$ cat src/rtl/upe_seq_ctrl.sv
// Sequenced uncertainty-propagation engine:
// var_z = var_x*dfdx^2 + 2*covar_xy*dfdx*dfdy + var_y*dfdy^2.
// One 16x16 multiplier and one 64-bit accumulator are shared across a fixed schedule.
module upe_seq_ctrl #(
  parameter bit SKIP_ZERO = 1'b1
) (
  input  logic        clk,
  input  logic        rst,
  input  logic        in_valid,
  output logic        in_ready,
  input  logic [15:0] var_x,
  input  logic [15:0] var_y,
  input  logic [15:0] covar_xy,
  input  logic [15:0] dfdx,
  input  logic [15:0] dfdy,
  output logic        out_valid,
  input  logic        out_ready,
  output logic [63:0] var_z,
  output logic        busy
);

  typedef enum logic [3:0] {
    S_IDLE, S_SQX, S_MXL, S_MXH, S_SQY, S_MYL, S_MYH, S_XY, S_MCL, S_MCH, S_DONE
  } state_t;

  state_t      state_q, state_d;
  logic [15:0] vx_q, vx_d, vy_q, vy_d, cov_q, cov_d, dx_q, dx_d, dy_q, dy_d;
  logic        sgn_q, sgn_d;
  logic [31:0] tmp_q, tmp_d;
  logic [63:0] acc_q, acc_d, var_z_q, var_z_d;

  logic [15:0] mul_a, mul_b;
  logic [31:0] prod;
  logic [63:0] term;
  logic [15:0] sdx, sdy, scov;
  logic        do_x, do_y, do_c;

  function automatic logic [15:0] mag(input logic [15:0] v);
    return v[15] ? (~v + 16'd1) : v;
  endfunction

  assign prod = 32'(mul_a) * 32'(mul_b);

  // Skip decisions use the live operands at acceptance, captured magnitudes afterwards.
  assign sdx  = (state_q == S_IDLE) ? mag(dfdx)     : dx_q;
  assign sdy  = (state_q == S_IDLE) ? mag(dfdy)     : dy_q;
  assign scov = (state_q == S_IDLE) ? mag(covar_xy) : cov_q;
  assign do_x = !SKIP_ZERO || (sdx != 16'd0);
  assign do_y = !SKIP_ZERO || (sdy != 16'd0);
  assign do_c = !SKIP_ZERO || ((sdx != 16'd0) && (sdy != 16'd0) && (scov != 16'd0));

  always_comb begin
    state_d = state_q;
    vx_d    = vx_q;
    vy_d    = vy_q;
    cov_d   = cov_q;
    dx_d    = dx_q;
    dy_d    = dy_q;
    sgn_d   = sgn_q;
    tmp_d   = tmp_q;
    acc_d   = acc_q;
    var_z_d = var_z_q;
    mul_a   = 16'd0;
    mul_b   = 16'd0;
    term    = 64'd0;
    case (state_q)
      S_IDLE: if (in_valid) begin
        vx_d    = var_x;
        vy_d    = var_y;
        cov_d   = mag(covar_xy);
        dx_d    = mag(dfdx);
        dy_d    = mag(dfdy);
        sgn_d   = covar_xy[15] ^ dfdx[15] ^ dfdy[15];
        acc_d   = 64'd0;
        state_d = do_x ? S_SQX : do_y ? S_SQY : do_c ? S_XY : S_DONE;
      end
      S_SQX: begin
        mul_a = dx_q; mul_b = dx_q; tmp_d = prod; state_d = S_MXL;
      end
      S_MXL: begin
        mul_a = vx_q; mul_b = tmp_q[15:0];
        acc_d = acc_q + {32'd0, prod}; state_d = S_MXH;
      end
      S_MXH: begin
        mul_a = vx_q; mul_b = tmp_q[31:16];
        acc_d = acc_q + {16'd0, prod, 16'd0};
        state_d = do_y ? S_SQY : do_c ? S_XY : S_DONE;
      end
      S_SQY: begin
        mul_a = dy_q; mul_b = dy_q; tmp_d = prod; state_d = S_MYL;
      end
      S_MYL: begin
        mul_a = vy_q; mul_b = tmp_q[15:0];
        acc_d = acc_q + {32'd0, prod}; state_d = S_MYH;
      end
      S_MYH: begin
        mul_a = vy_q; mul_b = tmp_q[31:16];
        acc_d = acc_q + {16'd0, prod, 16'd0};
        state_d = do_c ? S_XY : S_DONE;
      end
      S_XY: begin
        mul_a = dx_q; mul_b = dy_q; tmp_d = prod; state_d = S_MCL;
      end
      S_MCL: begin
        mul_a = cov_q; mul_b = tmp_q[15:0];
        term  = {31'd0, prod, 1'b0};
        acc_d = sgn_q ? acc_q - term : acc_q + term;
        state_d = S_MCH;
      end
      S_MCH: begin
        mul_a = cov_q; mul_b = tmp_q[31:16];
        term  = {15'd0, prod, 17'd0};
        acc_d = sgn_q ? acc_q - term : acc_q + term;
        state_d = S_DONE;
      end
      S_DONE: if (out_ready) state_d = S_IDLE;
      default: state_d = S_IDLE;
    endcase
    if (state_d == S_DONE && state_q != S_DONE) var_z_d = acc_d;
  end

  always_ff @(posedge clk or posedge rst) begin
    if (rst) begin
      state_q <= S_IDLE;
      vx_q    <= 16'd0;
      vy_q    <= 16'd0;
      cov_q   <= 16'd0;
      dx_q    <= 16'd0;
      dy_q    <= 16'd0;
      sgn_q   <= 1'b0;
      tmp_q   <= 32'd0;
      acc_q   <= 64'd0;
      var_z_q <= 64'd0;
    end else begin
      state_q <= state_d;
      vx_q    <= vx_d;
      vy_q    <= vy_d;
      cov_q   <= cov_d;
      dx_q    <= dx_d;
      dy_q    <= dy_d;
      sgn_q   <= sgn_d;
      tmp_q   <= tmp_d;
      acc_q   <= acc_d;
      var_z_q <= var_z_d;
    end
  end

  assign in_ready  = (state_q == S_IDLE);
  assign busy      = (state_q != S_IDLE);
  assign out_valid = (state_q == S_DONE);
  assign var_z     = var_z_q;

endmodule

$ cat config.mk
export PLATFORM = sky130hd
export DESIGN_NAME = upe_seq_ctrl
export DESIGN_NICKNAME = d
export VERILOG_FILES = /design/src/rtl/upe_seq_ctrl.sv
export SDC_FILE = /design/constraint.sdc
export NUM_CORES = 2
export LEC_CHECK = 0
export ABC_AREA = 1
export CAP_MARGIN = 40
export CORE_MARGIN = 2
export CORE_UTILIZATION = 55
export CTS_BUF_LIST = sky130_fd_sc_hd__clkbuf_8
export CTS_CLUSTER_DIAMETER = 120
export DETAILED_ROUTE_END_ITERATION = 8
export GPL_TIMING_DRIVEN = 0
export HOLD_SLACK_MARGIN = 0.05
export PLACE_DENSITY = 0.7
export SLEW_MARGIN = 20
export SYNTH_ARGS = -nofsm -noshare
export SYNTH_HDL_FRONTEND = slang
export SYNTH_SLANG_ARGS = --single-unit
$ cat constraint.sdc
create_clock -name clk -period 25.9 [get_ports clk]
set_input_delay 2.59 -clock clk [delete_from_list [all_inputs] [get_ports clk]]
set_output_delay 2.59 -clock clk [all_outputs]
set_load 0.02 [all_outputs]
Word level (Yosys, flattened, before mapping)
Index checks and enable logic that the tools add are counted.
{"block": "word_totals", "register_bits": 245, "in_bits": 84, "word_cells": 74}
{"block": "classes", "addsub": 9, "multipliers": 1, "n_eq_ne": 12, "muxes": 18, "bitwise": 5, "reduce_logical": 19}
{"cell": "$pmux W64 S5", "n": 1}
{"cell": "$mux W64", "n": 3}
{"cell": "$mux W16", "n": 6}
{"cell": "$pmux W16 S5", "n": 1}
{"cell": "$add A64 B32 Y64", "n": 1}
{"cell": "$add A64 B33 Y64", "n": 1}
{"cell": "$add A64 B48 Y64", "n": 1}
{"cell": "$add A64 B49 Y64", "n": 1}
{"cell": "$pmux W16 S4", "n": 1}
{"cell": "$sub A64 B33 Y64", "n": 1}
{"cell": "$sub A64 B49 Y64", "n": 1}
{"cell": "$add A16 B1 Y16 const B", "n": 3}
{"cell": "$not A16 Y16", "n": 3}
{"cell": "$reduce_bool A16 Y1", "n": 3}
{"cell": "$pmux W4 S11", "n": 1}
{"cell": "$mul A16 B16 Y32", "n": 1}
{"cell": "$mux W4", "n": 5}
{"cell": "$eq A4 B3 Y1 const B", "n": 4}
{"cell": "$eq A4 B4 Y1 const B", "n": 4}
{"cell": "$reduce_or A2 Y1", "n": 7}
{"cell": "$reduce_or A3 Y1", "n": 3}
{"cell": "$eq A4 B2 Y1 const B", "n": 2}
{"cell": "$eq A4 B1 Y1 const B", "n": 1}
{"cell": "$logic_not A4 Y1", "n": 1}
{"cell": "other kinds (5)", "n": 8}

Depth between registers and ports, before layout
{"block": "depth", "depth_word": 14, "ltp_mapped": 60, "depth_no_buf": 58}

Least setup slack after synthesis
OpenSTA, ideal clock, no wires.
{"block": "synth_timing", "path_kind": "flip-flop to flip-flop", "start": "register state_q[2]", "end": "register var_z_q[49], in the netlist var_z[49]", "setup_time_ns": 0.117, "arrival_time_ns": 9.368, "setup_slack_ns": 16.415, "stages_incl_launch_ff": 53, "path_buffers": 1, "cell_sequence": "dfrtp_1 inv_1 nor2_4 nand2_1 nand2_1 inv_1 buf_1 nor2_1 nor4_1 inv_1 nand2_1 fa_1 fa_1 inv_1 fa_1 fa_1 fa_1 inv_1 [... 17 more ...] ha_1 nand2_1 nor2_1 inv_1 o311ai_0 nand3_1 nand2_1 nand2_1 nand2_1 nand2_1 nand2_1 nand2_1 nand3_1 nand4_1 nor2_1 nand2_1 nand3_1 nand2_1"}
{"block": "synth_via", "elab_chain_cells": 12}
{"element": "start, declared", "line_no": "26", "text": "state_t state_q, state_d;"}
{"element": "start signal, assigned", "line_no": "135", "text": "state_q <= state_d;"}
{"element": "branches (longest 12 deep; another with $add A64 B49 Y64)"}
{"element": "end signal, assigned", "line_no": "144", "text": "var_z_q <= var_z_d;"}
{"element": "end, declared", "line_no": "30", "text": "logic [63:0] acc_q, acc_d, var_z_q, var_z_d;"}
Several ways; the timed one is not identified.
A chain may end at the register's enable or synchronous reset.

Worst setup path in the final report
{"block": "layout_timing", "start": "register state_q[3]", "end": "register var_z_q[52], in the netlist var_z[52]"}
{"element": "$eq A4 B4 Y1, or another cell as far along", "line_no": "66", "text": "case (state_q)"}
{"element": "$reduce_or A3 Y1 (no source line) or $reduce_or A2 Y1 (tied branches)"}
{"element": "$pmux W16 S4 or $pmux W16 S5 (tied branches)", "line_no": "66"}
{"element": "$mul A16 B16 Y32 *", "line_no": "42", "text": "assign prod = 32'(mul_a) * 32'(mul_b);"}
{"element": "via prod[13]", "line_no": "33", "text": "logic [31:0] prod;"}
{"element": "$add A64 B49 Y64, or another cell as far along", "line_no": "113", "text": "acc_d = sgn_q ? acc_q - term : acc_q + term;"}
{"element": "$mux W64 (on tied branches)", "line_no": "113, 107"}
{"element": "$pmux W64 S5 *", "line_no": "66"}
Mark *: on every way through the listed nets, which the timed path passes. The rest lies on a longest branch.

==> qor.yml <==
status: "finished clean"
crit_path_end_kind: "register"
crit_top_cell: "nand2_1"
dieHeight_um: 256
maxSlewViolCount: 0
multi_input_area_sq_mm: 0.0249
rsz0062_at_grt: "no"
cts-htree-levels: 2
final_antenna_net_count: 0
syn_nets: 6018
synth_top_area_share_pct: 17.5
grt_max_degree: 111
cap_viol_max_count: 0
dieWidth_um: 256
grt_pass1_wl_um: 229000
finalSetupViolCount: 0
dp_hpwl_um: 128000
ios: 151
whs_path_depth: 2
ff_latch_area_sq_mm: 0.00613
ys.warnings.count: 0
dr.pass1.iters: 6
initial_core_util_pct: 55.6
synth_edf_count: 0
cts.sinks: 245
drt_iter0_drc: 4658
r2r-start: "state_q[3]$_DFF_PP0_"
viasPerCell: 6.01
fin_nets: 6250
netlist_top_cells_area: "dfrtp_1 17%, nand2_1 15%, fa_1 11%"
reg2reg_depth: 52
fmax_mhz: 75.2
hp-start: "var_z[7]$_DFFE_PP0P_"
crit_fanout: 10
tightest_slew_ns: 1.02
start_kind: "register"
synth-seq-cells: 245
crit_path_top_delay_cell: "nor2_1"
cts_hold_buffers: 0
numCtsBuffers: 44
grt_pass1_vias: 38400
detail_route.wl_per_cell_um: 23.3
post_cts_buffers: 0
area_growth_pct: 11.1
drc: 0
cts_resized: 0
antenna_found_initial: 3
required_ns: 26.44
yosysTopAreaCell: "dfrtp_1"
tritoncts: "built"
top_layer: "met5"
cts_buffer_depth: 3
crit_arrival_ns: 13.84
fin_setup_tns_ns: 0
rows: 92
synthFlopType: "dfrtp_1"
avgSynthCellArea_sq_um: 6.41
drt-total-wl_um: 153000
synth-async-reset-ratio_pct: 100
port_buffers: 148
die_area_sq_mm: 0.0658
period_share_pct: 51.3
path_class: "register to register"
final_common_cell: "nand2_1"
gp_congestion: 1.08
grt_use_total_pct: 46.1
wl_met3_um: 15800
wl_met1_um: 57200
min_to: "var_z[7]$_DFFE_PP0P_"
hold_viol_final: 0
path_clk_slew_ns: 0.06
drive_gt1_share_pct: 5.37
r2r_end: "var_z[52]$_DFFE_PP0P_"
insertion_delay_ns: 0.66
yosys.cell_types.count: 67
synthesis.instances: 5473
max_stage_delay_ns: 0.71
synth_seq_area_share_pct: 17.5
cts_root_buf: "clkbuf_8"
syn-cell-area_sq_mm: 0.0351
fin_crit_ns: 13.30
core_area_sq_mm: 0.0631
r2r_slack_ns: 12.60
dr_wl_met2_um: 67700
slew-limit-headroom_pct: 31.5
layout_common_cells: "1355 x nand2_1, 924 x inv_1, 583 x nor2_1"
overflow: 0
nFillCells: 5988
fin_worst_skew_ns: 0.0437
vias: 39600
hold_class: "register to register"
-- worst max-delay path by stage --
| stage | start | to | slack (ns) | cells after the start |
|---|---|---|---|---|
| 2_1_floorplan | state_q[2]$_DFF_PP0_ | var_z[49]$_DFFE_PP0P_ | 16.41 | 52 |
| 3_3_place_gp | state_q[3]$_DFF_PP0_ | var_z[57]$_DFFE_PP0P_ | 11.79 | 47 |
| 3_5_place_dp | state_q[3]$_DFF_PP0_ | var_z[57]$_DFFE_PP0P_ | 12.55 | 48 |
| 4_1_cts | state_q[3]$_DFF_PP0_ | var_z[57]$_DFFE_PP0P_ | 12.52 | 48 |
| 5_1_grt | state_q[3]$_DFF_PP0_ | var_z[57]$_DFFE_PP0P_ | 12.44 | 47 |
| 6_report | state_q[3]$_DFF_PP0_ | var_z[52]$_DFFE_PP0P_ | 12.60 | 52 |
-- sequential cells by signal, indices dropped and copies added (netlist names) --
signal,cells
acc_q,64
cov_q,16
dx_q,16
dy_q,16
sgn_q,1
state_q,4
tmp_q,32
var_z,64
vx_q,16
vy_q,16
-- routing by layer --
layer,vias up,GRT usage [%]
li1,18100,-
met1,18300,57.2
met2,2516,73.4
met3,633,7.76
met4,2,31.9
met5,-,0
-- synth_stat cells (12+ instances only) --
cell,n
a21boi_0,14
a21boi_1,14
a21oi_1,377
a22o_1,17
a31oi_1,44
buf_1,16
clkbuf_1,94
clkinv_1,22
dfrtp_1,245
fa_1,198
ha_1,263
inv_1,913
inv_2,40
nand2_1,1355
nand2_2,46
nand3_1,298
nand3_2,12
nand3b_1,14
nand4_1,83
nor2_1,583
nor2_2,23
nor3_1,78
nor4_1,38
o2111ai_1,22
o211ai_1,14
o21a_1,26
o21ai_0,333
o21ai_1,27
o22ai_1,34
or2_2,29
xnor2_1,15
xor2_1,80
-- through the flow --
step                util (%)  cells  hold WS [ns]  instance area, sq um  worst slack (ns)
floorplan                  -   5473         0.442                 35100             16.41
global placement        59.6   6467         0.460                 37600             11.79
detailed placement      60.1   6494         0.465                 37900             12.55
CTS                     61.6   6572         0.482                 38800             12.52
global route            61.7   6585         0.493                 38900             12.44
finish                  61.7   6587         0.480                 38900             12.60
-- logic make-up (layout without fill, tap and decap cells) --
family          after synthesis  count (layout)  share of synthesized area, %
compound gates              989             989                          16.0
xor+xnor                     96              96                          2.42
fa+ha+maj                   461             461                          20.7
buf+inv                    1091            1355                          11.7
flops                       245             245                          17.5
mux                           1               1                        0.0286
other cells                   0               4                             0
simple gates               2590            2590                          31.6
-- critical path, delay by kind of cell (launching register included) --
family | cells | cell delay (ns)
compound gates | 2 | 0.87
fa+ha+maj | 8 | 3.77
buf+inv | 14 | 2.71
simple gates | 28 | 5.40
flops | 1 | 0.45
-- area by class of cell --
type / count / area share (%)
Sequential cell: 245 / 15.7
Antenna cell: 4 / 0.0257
Clock inverter: 25 / 0.492
Inverter: 976 / 9.43
Multi-Input combinational cell: 4137 / 63.9
Tap cell: 846 / 2.72
Clock buffer: 53 / 1.87
Buffer: 115 / 1.12
Timing Repair Buffer: 186 / 4.67
Power is left out: the tool's default activity adds up to more than one toggle a clock period on the data nets, which glitch-free logic cannot reach.
